File: src/rtl/dmem_bus_bridge.sv
// Multi-cycle load/store bridge from the core datapath to a req/ack data-memory bus.
// Handles lane steering, load extension, misalignment rejection and bus timeout.
module dmem_bus_bridge #(
  parameter int unsigned N        = 32,
  parameter int unsigned MEM_ADDR = 8,
  parameter int unsigned TIMEOUT  = 16
) (
  input  logic                clk,
  input  logic                rst,
  input  logic [2:0]          mem_read,
  input  logic [1:0]          mem_write,
  input  logic [N-1:0]        r,
  input  logic [N-1:0]        rs2,
  output logic [N-1:0]        read_data_out,
  output logic                stall,
  output logic                misalign,
  output logic                bus_err,
  output logic                bus_req,
  output logic                bus_we,
  output logic [MEM_ADDR-1:0] bus_addr,
  output logic [3:0]          bus_be,
  output logic [N-1:0]        bus_wdata,
  input  logic                bus_ack,
  input  logic [N-1:0]        bus_rdata
);

  localparam int unsigned CW = (TIMEOUT > 1) ? $clog2(TIMEOUT) : 1;

  typedef enum logic [1:0] {IDLE, BUS, DONE} state_t;

  state_t              state_q, state_d;
  logic [CW-1:0]       cnt_q, cnt_d;
  logic [2:0]          ld_q, ld_d;
  logic [1:0]          off_q, off_d;
  logic [N-1:0]        rdata_d;
  logic                err_d;
  logic                we_d;
  logic [MEM_ADDR-1:0] addr_d;
  logic [3:0]          be_d;
  logic [N-1:0]        wdata_d;

  logic                is_write, is_read, access, misaligned;
  logic [1:0]          size;
  logic [N-1:0]        shifted, load_val;

  // Upper address bits are outside the bus window.
  logic unused_r;
  assign unused_r = ^r[N-1:MEM_ADDR];

  // Access decode; a write wins over a simultaneous read code.
  always_comb begin
    is_write = (mem_write != 2'b00);
    is_read  = (mem_read >= 3'd1) && (mem_read <= 3'd5);
    access   = is_write || is_read;
    size     = 2'd0;
    if (is_write) begin
      size = mem_write - 2'd1;
    end else begin
      case (mem_read)
        3'd2, 3'd5: size = 2'd1;
        3'd3:       size = 2'd2;
        default:    size = 2'd0;
      endcase
    end
    misaligned = ((size == 2'd1) && r[0]) || ((size == 2'd2) && (r[1:0] != 2'b00));
  end

  // Load extraction from the captured byte offset and load type.
  always_comb begin
    shifted  = bus_rdata >> {off_q, 3'b000};
    load_val = '0;
    case (ld_q)
      3'd1:    load_val = {{(N-8){shifted[7]}}, shifted[7:0]};
      3'd2:    load_val = {{(N-16){shifted[15]}}, shifted[15:0]};
      3'd3:    load_val = bus_rdata;
      3'd4:    load_val = {{(N-8){1'b0}}, shifted[7:0]};
      3'd5:    load_val = {{(N-16){1'b0}}, shifted[15:0]};
      default: load_val = '0;
    endcase
  end

  // Next-state and next-register values; stall/misalign are combinational by design.
  always_comb begin
    state_d  = state_q;
    cnt_d    = cnt_q;
    ld_d     = ld_q;
    off_d    = off_q;
    rdata_d  = read_data_out;
    err_d    = 1'b0;
    we_d     = bus_we;
    addr_d   = bus_addr;
    be_d     = bus_be;
    wdata_d  = bus_wdata;
    stall    = 1'b0;
    misalign = 1'b0;

    case (state_q)
      IDLE: begin
        if (access && misaligned) begin
          misalign = !rst;
          rdata_d  = '0;
        end else if (access) begin
          stall   = !rst;
          state_d = BUS;
          cnt_d   = '0;
          off_d   = r[1:0];
          addr_d  = {r[MEM_ADDR-1:2], 2'b00};
          we_d    = is_write;
          ld_d    = is_write ? 3'd0 : mem_read;
          be_d    = 4'hF;
          wdata_d = '0;
          if (is_write) begin
            case (mem_write)
              2'b01: begin
                wdata_d = {4{rs2[7:0]}};
                be_d    = 4'b0001 << r[1:0];
              end
              2'b10: begin
                wdata_d = {2{rs2[15:0]}};
                be_d    = r[1] ? 4'b1100 : 4'b0011;
              end
              default: wdata_d = rs2;
            endcase
          end
        end
      end
      BUS: begin
        stall = !rst;
        if (bus_ack) begin
          state_d = DONE;
          rdata_d = bus_we ? '0 : load_val;
        end else if (cnt_q == CW'(TIMEOUT - 1)) begin
          state_d = DONE;
          err_d   = 1'b1;
          rdata_d = '0;
        end else begin
          cnt_d = cnt_q + CW'(1);
        end
      end
      DONE:    state_d = IDLE;
      default: state_d = IDLE;
    endcase
  end

  assign bus_req = (state_q == BUS);

  always_ff @(posedge clk or posedge rst) begin
    if (rst) begin
      state_q       <= IDLE;
      cnt_q         <= '0;
      ld_q          <= '0;
      off_q         <= '0;
      read_data_out <= '0;
      bus_err       <= 1'b0;
      bus_we        <= 1'b0;
      bus_addr      <= '0;
      bus_be        <= '0;
      bus_wdata     <= '0;
    end else begin
      state_q       <= state_d;
      cnt_q         <= cnt_d;
      ld_q          <= ld_d;
      off_q         <= off_d;
      read_data_out <= rdata_d;
      bus_err       <= err_d;
      bus_we        <= we_d;
      bus_addr      <= addr_d;
      bus_be        <= be_d;
      bus_wdata     <= wdata_d;
    end
  end

endmodule

File: config.mk
export PLATFORM = sky130hd
export DESIGN_NAME = dmem_bus_bridge
export DESIGN_NICKNAME = d
export VERILOG_FILES = /design/src/rtl/dmem_bus_bridge.sv
export SDC_FILE = /design/constraint.sdc
export NUM_CORES = 1
export LEC_CHECK = 0
export ABC_CLOCK_PERIOD_IN_PS = 9200
export CAP_MARGIN = 20
export CORE_MARGIN = 8
export CORE_UTILIZATION = 45
export DETAILED_ROUTE_END_ITERATION = 8
export PLACE_DENSITY = 0.82
export SKIP_CTS_REPAIR_TIMING = 1
export SLEW_MARGIN = 40
export SYNTH_ARGS = -nofsm -noshare
export SYNTH_HDL_FRONTEND = slang
export SYNTH_SLANG_ARGS = --single-unit
File: constraint.sdc
create_clock -name clk -period 9.2 [get_ports clk]
set_clock_uncertainty 0.15 [all_clocks]
set_input_delay 1.84 -clock clk [delete_from_list [all_inputs] [get_ports clk]]
set_output_delay 1.84 -clock clk [all_outputs]
set_load 0.02 [all_outputs]
==> results.yml <==
run_status:
  status: "finished, final reports clean"
cts:
  clockBufferDepth: 2
  root_buffer: "clkbuf_8"
  clock_latency_ns: 0.36
  cts_buffers: 9
  ctsHtreeMaxLevel: 3
  clock_sinks: 87
  clk_pin_slew_ns: 0.09
  cts_tree: "yes"
worst_setup_path:
  crit_start: "mem_write[0]"
  arrival_ns: 4.33
  worstPathRequired_ns: 7.21
  critPathSlowestCell: "clkdlybuf4s50_1"
  start_kind: "primary input"
  cp_common_cell: "clkdlybuf4s50_1"
  path_max_fanout: 24
  rr_startpoint: "ld_q[1]$_DFFE_PP0P_"
  cpPeakStageDelay_ns: 0.67
  end_kind: "output port"
  critPathKind: "primary input to output port"
  crit_chain: "clkdlybuf4s50_1, inv_1, ha_2, a311o_2, nand2_1, a21oi_1, nor3_1, clkdlybuf4s50_1"
routing:
  viasPerCell: 5.80
  firstDrtPassIters: 5
  drc_errors: 0
  vias: 4214
  detail_route.wl_per_cell_microns: 19.6
  drtAntennaViolNets: 0
  drt_iter0_markers: 323
  drt_wl_total_microns: 14300
logic_synthesis:
  syn_avg_cell_area_sq_um: 9.99
  synth_top_area_cell: "dfrtp_1"
  synth_warnings: 0
  synth_common_cells: "87 x dfrtp_1, 71 x nand2_1, 43 x o21ai_0"
  synthTopCellsByArea: "dfrtp_1 48%, nand2_1 5.9%, a221o_1 5.1%"
  yosysUniqueCellTypes: 50
  synth.most_common_cell: "dfrtp_1"
  syn-instance-count: 452
  netlist.area_leader.share: 0.482
  synth_edf_count: 0
  ys_ff_latch: 87
  async_reset_ff_frac: 1.00
  synth_seq_area_share: 0.482
  synthesis.area_sq_um: 4520
  synth-main-ff-cell: "dfrtp_1"
layout:
  n_fill_cell: 783
  drive_gt1_frac: 0.0793
  instances_no_fill: 726
  diodes: 0
  num-nets-final: 698
  area_growth_pct: 40.6
grt:
  antenna_found_initial: 0
  grt_overflow: 0
  grt_max_degree: 63
  track_usage: 0.213
  grt_pass1_wl_microns: 22600
  grt_pass1_vias: 4340
placement:
  dp_slack_ns: 2.68
  gp_congestion: 0.869
  placement.io_buffers: 158
  dp_hpwl_microns: 10500
  dp.cells: 711
floorplanning:
  core_area_sq_um: 9770
  io_pins: 185
  die_w_microns: 116
  fp.dieH_microns: 116
  dieArea_sq_um: 13500
  start_util: 0.462
  rows: 36
timing:
  max-slew-margin-rel: 0.519
  fmax_mhz: 158
  fin_setup_tns_ns: 0
  min_period_over_period: 0.687
  finalSetupViolCount: 0
  period_needed_ns: 6.32
  finalHoldViolCount: 0
  fin_ws_ns: 2.88
  final_max_slew_viol_count: 0
  max_slew.worst_pin.slew_ns: 0.721
  rsz0062_at_grt: "false"
worst_hold_path:
  hold_class: "flop to flop"
  min_from: "bus_wdata[18]$_DFFE_PP0P_"
power_and_ir_drop:
  p_per_area_nw_per_um2: 272
  power.leakage_uw: 0.00268
  power_uw: 1730
  peakVddDrop_uv: 167
job:
  drv_cap: 0
## power by group
part / internal (uW) / switching (uW)
Combinational: 378 / 435
Sequential: 501 / 120
Clock: 158 / 135
Total: 1040 / 691
## metrics by stage
step | hold WS, ns | util | area (sq um)
6_report | 0.338 | 0.650 | 6350
5_1_grt | 0.359 | 0.650 | 6350
4_1_cts | 0.341 | 0.649 | 6340
3_5_place_dp | 0.320 | 0.627 | 6130
3_3_place_gp | 0.310 | 0.626 | 6120
2_1_floorplan | 0.337 | - | 4520
## state kept, by name, summed over array words and instances, names as in the netlist, 2 cells and up
register       count
cnt_q              4
bus_wdata         32
state_q            2
bus_be             4
ld_q               3
bus_addr           6
read_data_out     32
off_q              2
## cells by family after synthesis
| kind of cell | Yosys count | synth area share |
|---|---|---|
| AO/OA/AOI/OAI | 139 | 0.221 |
| XOR/XNOR | 2 | 0.00388 |
| adder cells (fa/ha/maj) | 5 | 0.0139 |
| buffers and inverters | 48 | 0.0493 |
| flip-flops | 87 | 0.482 |
| multiplexers | 25 | 0.0779 |
| other | 1 | 0.000830 |
| AND/OR/NAND/NOR | 145 | 0.151 |
## area by class of cell
class                      count  area [sq um]  share of cell area
sequential                    87          2180               0.343
multi-input combinational    318          2140               0.337
clock buffer                  11           141              0.0223
tap                          133           166              0.0262
clock inverter                 4          70.1              0.0110
timing repair buffer         161          1610               0.253
inverter                      12          46.3             0.00729
## metal layers
metal / part of all wire / up-vias / wire length (microns) / global-route usage
li1: - / 1929 / - / -
met1: 0.40 / 2057 / 5750 / 0.260
met2: 0.47 / 200 / 6710 / 0.339
met3: 0.10 / 28 / 1440 / 0.0698
met4: 0.025 / 0 / 352 / 0.0916
met5: 0 / - / 0 / 0
## worst paths after layout
path | to | slack, ns | cells past startpoint
worst min register to register | bus_wdata[18]$_DFFE_PP0P_ | 0.34 | 2
worst min-delay path | bus_wdata[18]$_DFFE_PP0P_ | 0.34 | 2
max in group asynchronous | off_q[0]$_DFFE_PP0P_ | 6.29 | 3
worst max-delay path | stall | 2.88 | 8
min in group asynchronous | bus_wdata[27]$_DFFE_PP0P_ | 1.70 | 2
worst max register to register | read_data_out[13]$_DFFE_PP0P_ | 6.69 | 5
## layout by cell type, fill, tap and decap left out, types with 10 or more instances in the layout
| cell | Yosys | layout |
|---|---|---|
| a21oi_1 | 22 | 22 |
| a221o_1 | 23 | 23 |
| mux2_2 | 11 | 11 |
| clkdlybuf4s50_1 | 0 | 158 |
| nor2_1 | 24 | 23 |
| o21ai_0 | 43 | 43 |
| dfrtp_1 | 87 | 86 |
| nand2b_1 | 12 | 12 |
| nand2_1 | 71 | 71 |
| clkbuf_8 | 0 | 10 |
| inv_1 | 12 | 11 |
## critical path: cells and delay by family
kind | cells | cell delay, ns
compound gates | 2 | 0.46
fa+ha+maj | 1 | 0.34
buf+inv | 3 | 1.38
simple gates | 2 | 0.31
Note: power is estimated with default switching activity, not from simulation.
